--- src/rtl/ps2_host_transmitter.sv ---
// PS/2 host-to-device transmitter: inhibit, request-to-send and a device-clocked
// 11-bit frame with ACK check; drives the bus open-drain through output enables.
module ps2_host_transmitter #(
  parameter int unsigned INHIBIT_CYCLES = 12000,
  parameter int unsigned RTS_CYCLES     = 200,
  parameter int unsigned TIMEOUT_CYCLES = 2000000
) (
  input  logic       clock,
  input  logic       reset_n,
  input  logic       tx_valid,
  input  logic [7:0] tx_data,
  output logic       tx_ready,
  input  logic       ps2_clock,
  input  logic       ps2_data,
  output logic       ps2_clock_oe,
  output logic       ps2_data_oe,
  output logic       busy,
  output logic       done,
  output logic       nak,
  output logic       timeout
);

  localparam int unsigned MAX_IR   = (INHIBIT_CYCLES > RTS_CYCLES) ? INHIBIT_CYCLES : RTS_CYCLES;
  localparam int unsigned CNT_MAX  = (MAX_IR > TIMEOUT_CYCLES) ? MAX_IR : TIMEOUT_CYCLES;
  localparam int unsigned CNT_W    = $clog2(CNT_MAX + 1);
  localparam int unsigned IDX_W    = 4;
  localparam int unsigned FRAME_W  = 10;

  localparam logic [CNT_W-1:0] INHIBIT_LAST = CNT_W'(INHIBIT_CYCLES - 1);
  localparam logic [CNT_W-1:0] RTS_LAST     = CNT_W'(RTS_CYCLES - 1);
  localparam logic [CNT_W-1:0] TIMEOUT_LAST = CNT_W'(TIMEOUT_CYCLES - 1);
  localparam logic [CNT_W-1:0] TIMEOUT_SAT  = CNT_W'(TIMEOUT_CYCLES);
  localparam logic [IDX_W-1:0] STOP_IDX     = IDX_W'(FRAME_W - 1);

  typedef enum logic [2:0] {
    S_IDLE,
    S_INHIBIT,
    S_RTS,
    S_SEND,
    S_ACK,
    S_WAIT_RELEASE
  } state_t;

  state_t             r_state, w_state_nxt;
  logic [CNT_W-1:0]   r_cnt, w_cnt_nxt;
  logic [IDX_W-1:0]   r_idx, w_idx_nxt;
  logic [7:0]         r_byte, w_byte_nxt;
  logic               r_parity, w_parity_nxt;
  logic               r_ack_ok, w_ack_ok_nxt;

  logic               r_clk_meta, r_clk_sync, r_clk_prev;
  logic               r_data_meta, r_data_sync;

  logic               r_tx_ready, w_tx_ready_nxt;
  logic               r_busy, w_busy_nxt;
  logic               r_clock_oe, w_clock_oe_nxt;
  logic               r_data_oe, w_data_oe_nxt;
  logic               r_done, w_done_nxt;
  logic               r_nak, w_nak_nxt;
  logic               r_timeout, w_timeout_nxt;

  logic               w_handshake;
  logic               w_fall;
  logic               w_bus_idle;
  logic               w_in_xfer;
  logic               w_timed_out;
  logic [CNT_W-1:0]   w_cnt_inc;
  logic [FRAME_W-1:0] w_frame;

  assign tx_ready     = r_tx_ready;
  assign busy         = r_busy;
  assign ps2_clock_oe = r_clock_oe;
  assign ps2_data_oe  = r_data_oe;
  assign done         = r_done;
  assign nak          = r_nak;
  assign timeout      = r_timeout;

  assign w_handshake = tx_valid & r_tx_ready;
  assign w_fall      = r_clk_prev & ~r_clk_sync;
  assign w_bus_idle  = r_clk_sync & r_data_sync;
  assign w_in_xfer   = (r_state == S_SEND) || (r_state == S_ACK) || (r_state == S_WAIT_RELEASE);
  assign w_timed_out = w_in_xfer && (r_cnt == TIMEOUT_LAST);
  assign w_cnt_inc   = (r_cnt == TIMEOUT_SAT) ? r_cnt : r_cnt + CNT_W'(1);
  assign w_frame     = {1'b1, r_parity, r_byte};

  // Pin synchronisers; reset to the idle-high bus level so no false edge is seen.
  always_ff @(posedge clock or negedge reset_n) begin
    if (!reset_n) begin
      r_clk_meta  <= 1'b1;
      r_clk_sync  <= 1'b1;
      r_clk_prev  <= 1'b1;
      r_data_meta <= 1'b1;
      r_data_sync <= 1'b1;
    end else begin
      r_clk_meta  <= ps2_clock;
      r_clk_sync  <= r_clk_meta;
      r_clk_prev  <= r_clk_sync;
      r_data_meta <= ps2_data;
      r_data_sync <= r_data_meta;
    end
  end

  // State, datapath and registered outputs.
  always_ff @(posedge clock or negedge reset_n) begin
    if (!reset_n) begin
      r_state    <= S_IDLE;
      r_cnt      <= '0;
      r_idx      <= '0;
      r_byte     <= '0;
      r_parity   <= 1'b0;
      r_ack_ok   <= 1'b0;
      r_tx_ready <= 1'b1;
      r_busy     <= 1'b0;
      r_clock_oe <= 1'b0;
      r_data_oe  <= 1'b0;
      r_done     <= 1'b0;
      r_nak      <= 1'b0;
      r_timeout  <= 1'b0;
    end else begin
      r_state    <= w_state_nxt;
      r_cnt      <= w_cnt_nxt;
      r_idx      <= w_idx_nxt;
      r_byte     <= w_byte_nxt;
      r_parity   <= w_parity_nxt;
      r_ack_ok   <= w_ack_ok_nxt;
      r_tx_ready <= w_tx_ready_nxt;
      r_busy     <= w_busy_nxt;
      r_clock_oe <= w_clock_oe_nxt;
      r_data_oe  <= w_data_oe_nxt;
      r_done     <= w_done_nxt;
      r_nak      <= w_nak_nxt;
      r_timeout  <= w_timeout_nxt;
    end
  end

  // Next-state logic; timeout wins over any bus event in the same cycle.
  always_comb begin
    w_state_nxt = r_state;
    unique case (r_state)
      S_IDLE:         if (w_handshake) w_state_nxt = S_INHIBIT;
      S_INHIBIT:      if (r_cnt == INHIBIT_LAST) w_state_nxt = S_RTS;
      S_RTS:          if (r_cnt == RTS_LAST) w_state_nxt = S_SEND;
      S_SEND: begin
        if (w_timed_out)                       w_state_nxt = S_IDLE;
        else if (w_fall && (r_idx == STOP_IDX)) w_state_nxt = S_ACK;
      end
      S_ACK: begin
        if (w_timed_out)  w_state_nxt = S_IDLE;
        else if (w_fall)  w_state_nxt = S_WAIT_RELEASE;
      end
      S_WAIT_RELEASE: begin
        if (w_timed_out || w_bus_idle) w_state_nxt = S_IDLE;
      end
      default:        w_state_nxt = S_IDLE;
    endcase
  end

  // Datapath and output next values.
  always_comb begin
    w_cnt_nxt      = r_cnt;
    w_idx_nxt      = r_idx;
    w_byte_nxt     = r_byte;
    w_parity_nxt   = r_parity;
    w_ack_ok_nxt   = r_ack_ok;
    w_clock_oe_nxt = 1'b0;
    w_data_oe_nxt  = r_data_oe;
    w_done_nxt     = 1'b0;
    w_nak_nxt      = 1'b0;
    w_timeout_nxt  = 1'b0;
    w_tx_ready_nxt = (w_state_nxt == S_IDLE);
    w_busy_nxt     = (w_state_nxt != S_IDLE);
    unique case (r_state)
      S_IDLE: begin
        w_data_oe_nxt = 1'b0;
        if (w_handshake) begin
          w_byte_nxt     = tx_data;
          w_parity_nxt   = ~^tx_data;
          w_cnt_nxt      = '0;
          w_clock_oe_nxt = 1'b1;
        end
      end
      S_INHIBIT: begin
        w_clock_oe_nxt = 1'b1;
        if (r_cnt == INHIBIT_LAST) begin
          w_cnt_nxt     = '0;
          w_data_oe_nxt = 1'b1;
        end else begin
          w_cnt_nxt = r_cnt + CNT_W'(1);
        end
      end
      S_RTS: begin
        w_data_oe_nxt = 1'b1;
        if (r_cnt == RTS_LAST) begin
          w_cnt_nxt = '0;
          w_idx_nxt = '0;
        end else begin
          w_cnt_nxt      = r_cnt + CNT_W'(1);
          w_clock_oe_nxt = 1'b1;
        end
      end
      S_SEND: begin
        w_cnt_nxt = w_cnt_inc;
        if (w_timed_out) begin
          w_data_oe_nxt = 1'b0;
          w_timeout_nxt = 1'b1;
        end else if (w_fall) begin
          w_data_oe_nxt = ~w_frame[r_idx];
          w_idx_nxt     = r_idx + IDX_W'(1);
        end
      end
      S_ACK: begin
        w_cnt_nxt     = w_cnt_inc;
        w_data_oe_nxt = 1'b0;
        if (w_timed_out) w_timeout_nxt = 1'b1;
        else if (w_fall) w_ack_ok_nxt = ~r_data_sync;
      end
      S_WAIT_RELEASE: begin
        w_cnt_nxt     = w_cnt_inc;
        w_data_oe_nxt = 1'b0;
        if (w_timed_out) begin
          w_timeout_nxt = 1'b1;
        end else if (w_bus_idle) begin
          w_done_nxt = r_ack_ok;
          w_nak_nxt  = ~r_ack_ok;
        end
      end
      default: w_data_oe_nxt = 1'b0;
    endcase
  end

endmodule

--- config.mk ---
export PLATFORM = sky130hd
export DESIGN_NAME = ps2_host_transmitter
export DESIGN_NICKNAME = d
export VERILOG_FILES = /design/src/rtl/ps2_host_transmitter.sv
export SDC_FILE = /design/constraint.sdc
export NUM_CORES = 1
export LEC_CHECK = 0
export CORE_ASPECT_RATIO = 1.25
export CORE_MARGIN = 1.5
export CORE_UTILIZATION = 43
export DETAILED_ROUTE_END_ITERATION = 10
export PLACE_DENSITY = 0.68
export SYNTH_ARGS = -nofsm -noshare
export SYNTH_HDL_FRONTEND = slang
export SYNTH_SLANG_ARGS = --single-unit
export TNS_END_PERCENT = 1
--- constraint.sdc ---
create_clock -name clock -period 4.8 [get_ports clock]
set_input_delay 0.48 -clock clock [delete_from_list [all_inputs] [get_ports clock]]
set_output_delay 0.48 -clock clock [all_outputs]
set_load 0.02 [all_outputs]
Word level (Yosys, flattened, before mapping). Cells that the tools add are included.

Add/subtract/negate cells: 2. Order comparisons: 1. Equality and inequality tests: 17. Multiplexer cells: 35. Bitwise gates (word level): 8. Reduce and logical (&&, ||, !) cells: 17.

Operators with widths (count): two-way mux 21 bit (4); one-hot mux 21 bit (4 select lines) (1); == test 21 bit, second input constant (2); two-way mux 3 bit (8); adder 21 x 1 -> 21 bit, second input constant (1); == test 21 x 14 -> 1 bit, second input constant (1); == test 21 x 8 -> 1 bit, second input constant (1); one-hot mux 3 bit (6 select lines) (1); two-way mux 1 bit (14); two-way mux 4 bit (3); inequality test 2 bit, second input constant (6); one-hot mux 4 bit (2 select lines) (1); XNOR reduction 8 bit (1); == test 3 x 2 -> 1 bit, second input constant (2); == test 3 bit, second input constant (2); zero test 3 bit (2); one-hot mux 1 bit (3 select lines) (2); AND reduction 3 bit (2); < comparator 4 x 5 -> 1 bit, second input constant (1); NOT 1 bit (5); adder 4 x 1 -> 4 bit, second input constant (1); binary-select mux 1 bit (select 4 bit) (1); == test 4 bit, second input constant (1); AND reduction 2 bit (2); 10 further kinds (15).

Bits in registers: 50. Logic and storage cells: 98.

Longest topological paths before layout.
Word-level depth: 8. Mapped depth: 8. Gate-level depth less buffers: 7.

Least setup slack after synthesis. OpenSTA, ideal clock, no wires.

Path type: register -> register. From: reg r_cnt[11]. To: reg r_busy (netlist: busy). Setup time: 0.131 ns. Arrival: 2.121 ns. Slack: 2.547 ns. Stages on the path, launching flop included: 7. Path buffers: 0. Period minus slack after synthesis: 2.253 ns. Path through: dfrtp_1 > nor3_1 > nand4_1 > nor4_4 > a2111oi_1 > or4_1 > or3_1.

Cells in the longest elaborated chain, start to end: 6. Elaborated cells on any way between the ends: 12. Classes of those cells: 3 x eq/ne; 6 x mux; 3 x reduce/logical.

RTL lines: start, declared (line 45) `logic [CNT_W-1:0] r_cnt, w_cnt_nxt;`; start signal, assigned (line 121) `r_cnt <= w_cnt_nxt;`; == test 21 bit (line 82) `assign w_timed_out = w_in_xfer && (r_cnt == TIMEOUT_LAST);`; logical AND 1 bit (line 82); logical OR 1 bit (line 152) `if (w_timed_out || w_bus_idle) w_state_nxt = S_IDLE;`; two-way mux 3 bit (line 152); one-hot mux 3 bit (6 select lines) (*) (line 139) `unique case (r_state)`; nonzero test 3 bit (*) (line 171) `w_busy_nxt = (w_state_nxt != S_IDLE);`; net w_busy_nxt (line 55) `logic r_busy, w_busy_nxt;`; end signal, assigned (line 127) `r_busy <= w_busy_nxt;`; end, declared (line 55).

Mark *: on every way through the listed nets, which the timed path passes. The rest lies on a longest branch. A chain may end at the register's enable or synchronous reset.

Final worst setup path.
From: reg r_cnt[0]. To: reg r_cnt[20].

Cells in the longest elaborated chain, start to end: 3. Elaborated cells on any way between the ends: 10. Classes of those cells: 1 x add/sub; 4 x eq/ne; 4 x mux; 1 x reduce/logical.

RTL lines: adder 21 x 1 -> 21 bit (tied with other cells) (line 83, 188, 197); two-way mux 21 bit (tied with other cells) (line 83) `assign w_cnt_inc = (r_cnt == TIMEOUT_SAT) ? r_cnt : r_cnt + CNT_W'(1);`; one-hot mux 21 bit (4 select lines) / AND reduction 3 bit (equally long branches).

Several ways; a longest one is shown, not always the timed one. The select of a mux whose other input is x is not followed.

==> out/metrics.cfg <==
[outcome]
status = complete, no violations

[floorplan]
fp.dieW_um = 74.1
die_h_um = 91.9
rows = 32
dieArea_um2 = 6810
core_area_um2 = 6130
boundaryPins = 20
start_util = 0.443

[global_route]
grt_pass1_vias = 2088
grt.total_usage = 0.185
antenna_found_initial = 0
grt_overflow = 0
grt_max_degree = 51
grt_pass1_wl_um = 9810

[min_path]
hold_depth = 0
min_path_type = reg -> reg

[timing]
setup_viol = 0
worstMarginPinSlew_ns = 1.09
finalCriticalPeriod_ns = 3.04
slew_headroom = 0.273
min_period_over_period = 0.633
finalSetupTns_ns = 0
clock.fmax_ghz = 0.329
slew_viol_final = 0
rsz0062_at_grt = false
fin_ws_ns = 1.76
fin_worst_skew_ns = 0.00965
final_hold_viol_count = 0

[routing]
vias = 2136
wire_per_inst_um = 15.0
viasPerCell = 5.58
finalWirelength_um = 5740
drtIter0Drc = 89
drtPass1Iterations = 4
ant_nets = 0
drcViolationCount = 0

[finish]
multi_input_area_um2 = 1350
fillCellCount = 584
ff_latch_area_um2 = 1260
diodes = 0
syn2layout_area_growth_pct = 12.3
layout-drive-gt1-share = 0.101
nNetsFinal = 314

[yosys]
synth_area_leaders = dfrtp_1 41%, dfstp_2 5.8%, nor2_1 3.9%
synth_cell_types = 50
yosysWarnings = 0
synth_flop_cell = dfrtp_1
synth-edff-count = 0
async_flop_share = 1.00
synth_top_area_share = 0.405
synth_most_common_cell = dfrtp_1
syn_inst = 284
synth_common_cells = 44 x dfrtp_1, 28 x nor2_1, 20 x nand2_1, 17 x nand3_1
ys_seq_area_frac = 0.463
synth_seq_cells = 50
avgSynthCellArea_um2 = 9.56
synth_top_cell_by_area = dfrtp_1
syn_nets = 301
syn_area_um2 = 2720

[placed_design]
gp_congestion = 0.935
dp_hpwl_um = 4120
post-place-ws_ns = 1.75
portBuffers = 19

[clock_network]
cts_buffers = 5
h-tree-depth = 2
clk_latency_ns = 0.31
post_cts_buffers = 0
clock_path_buffers = 2
cts_tree = built
cts_resized = 0
cts.sinks = 50
hold_buffers = 0
cts_root_buffer = clkbuf_8
clkSlewWorstSetupHoldPaths_ns = 0.09

[flow_run]
cap_violations = 0

[power_and_ir_drop]
vdd_drop_max_mv = 0.168
power.density_nw_per_um2 = 355
leakage_uw = 0.00121

[critical_path]
endpoint_kind = flop
setup.worst_path.class = reg -> reg
worstSetupStartpointType = flop
rrSetupSlack_ns = 1.76
path_max_fanout = 13
cp.required_ns = 5.00
cp.arrival_ns = 3.24
reg2reg_depth = 7

==> per-layer routing <==
| metal | GRT usage | wire [um] | vias up |
|---|---|---|---|
| met5 | 0 | 0 | - |
| met4 | 0.0756 | 150 | 0 |
| met3 | 0.0297 | 202 | 13 |
| met2 | 0.316 | 2950 | 45 |
| met1 | 0.224 | 2430 | 1034 |
| li1 | - | - | 1044 |
==> final timing paths <==
check | from | end
setup / recovery | r_cnt[0]$_DFFE_PN0P_ | r_cnt[20]$_DFFE_PN0P_
hold / removal | r_data_meta$_DFF_PN1_ | r_data_sync$_DFF_PN1_
setup reg to reg | r_cnt[0]$_DFFE_PN0P_ | r_cnt[20]$_DFFE_PN0P_
hold reg to reg | r_data_meta$_DFF_PN1_ | r_data_sync$_DFF_PN1_
max in group asynchronous | reset_n | r_cnt[9]$_DFFE_PN0P_
min in group asynchronous | reset_n | ps2_clock_oe$_DFF_PN0_
==> flip-flops by register name, indices dropped and copies added, names as in the netlist <==
signal        flops
done              1
r_data_meta       1
r_ack_ok          1
nak               1
r_clk_sync        1
ps2_clock_oe      1
tx_ready          1
busy              1
r_clk_prev        1
r_byte            8
r_data_sync       1
r_parity          1
r_cnt            21
r_clk_meta        1
r_idx             4
ps2_data_oe       1
timeout           1
r_state           3
==> worst max-delay path: stages, from the launching register on <==
cell and delay [ns]:
dfrtp_1 0.42, ha_1 0.26, nor4bb_1 0.15, and4_1 0.22, a311oi_1 0.26, a21boi_1 0.83
nand2b_1 0.40, o311ai_0 0.39
==> per-stage QoR <==
| stage | std cells | cell area [um2] | power, uW | hold slack (ns) | utilization |
|---|---|---|---|---|---|
| finish | 383 | 3050 | 1080 | 0.359 | 0.498 |
| CTS | 383 | 3050 | 1090 | 0.360 | 0.498 |
| detailed placement | 375 | 2950 | 832 | 0.347 | 0.482 |
| global route | 383 | 3050 | 1150 | 0.363 | 0.498 |
| floorplan | 284 | 2720 | 740 | 0.184 | - |
| global placement | 375 | 2950 | 823 | 0.346 | 0.482 |
==> cell type report <==
class	instances	share of cell area
multi-input combinational	207	0.442
sequential	50	0.413
timing repair buffer	20	0.0632
tap	85	0.0349
clock buffer	6	0.0271
inverter	13	0.0160
clock inverter	2	0.00410
==> cell families (layout without fill, tap and decap cells) <==
logic type,after synthesis,count (layout),synth area share
compound gates,43,43,0.0995
xor+xnor,16,16,0.0516
fa+ha+maj,4,4,0.0184
buf+inv,27,41,0.0405
flops,50,50,0.463
mux,13,13,0.0567
simple gates,131,131,0.270
==> cells in the final DEF, fill, tap and decap left out, types with 6 or more instances in the layout <==
| master | netlist | final |
|---|---|---|
| a21oi_1 | 13 | 13 |
| clkbuf_8 | 0 | 6 |
| clkdlybuf4s50_1 | 0 | 18 |
| dfrtp_1 | 44 | 44 |
| dfstp_2 | 6 | 6 |
| inv_1 | 13 | 13 |
| mux2_2 | 9 | 9 |
| nand2_1 | 20 | 20 |
| nand3_1 | 17 | 17 |
| nand4_1 | 8 | 8 |
| nor2_1 | 28 | 28 |
| nor3_1 | 8 | 8 |
| nor4_1 | 10 | 10 |
| o21ai_0 | 10 | 10 |
| o22ai_1 | 6 | 6 |
| xnor2_1 | 10 | 10 |
| xor2_1 | 6 | 6 |
==> power by group <==
part	total [uW]	switching (uW)	internal [uW]
Clock	262	145	116
Sequential	550	55.8	494
Combinational	269	143	126
Total	1080	344	737
No activity file was read; power rests on OpenSTA's default activity.
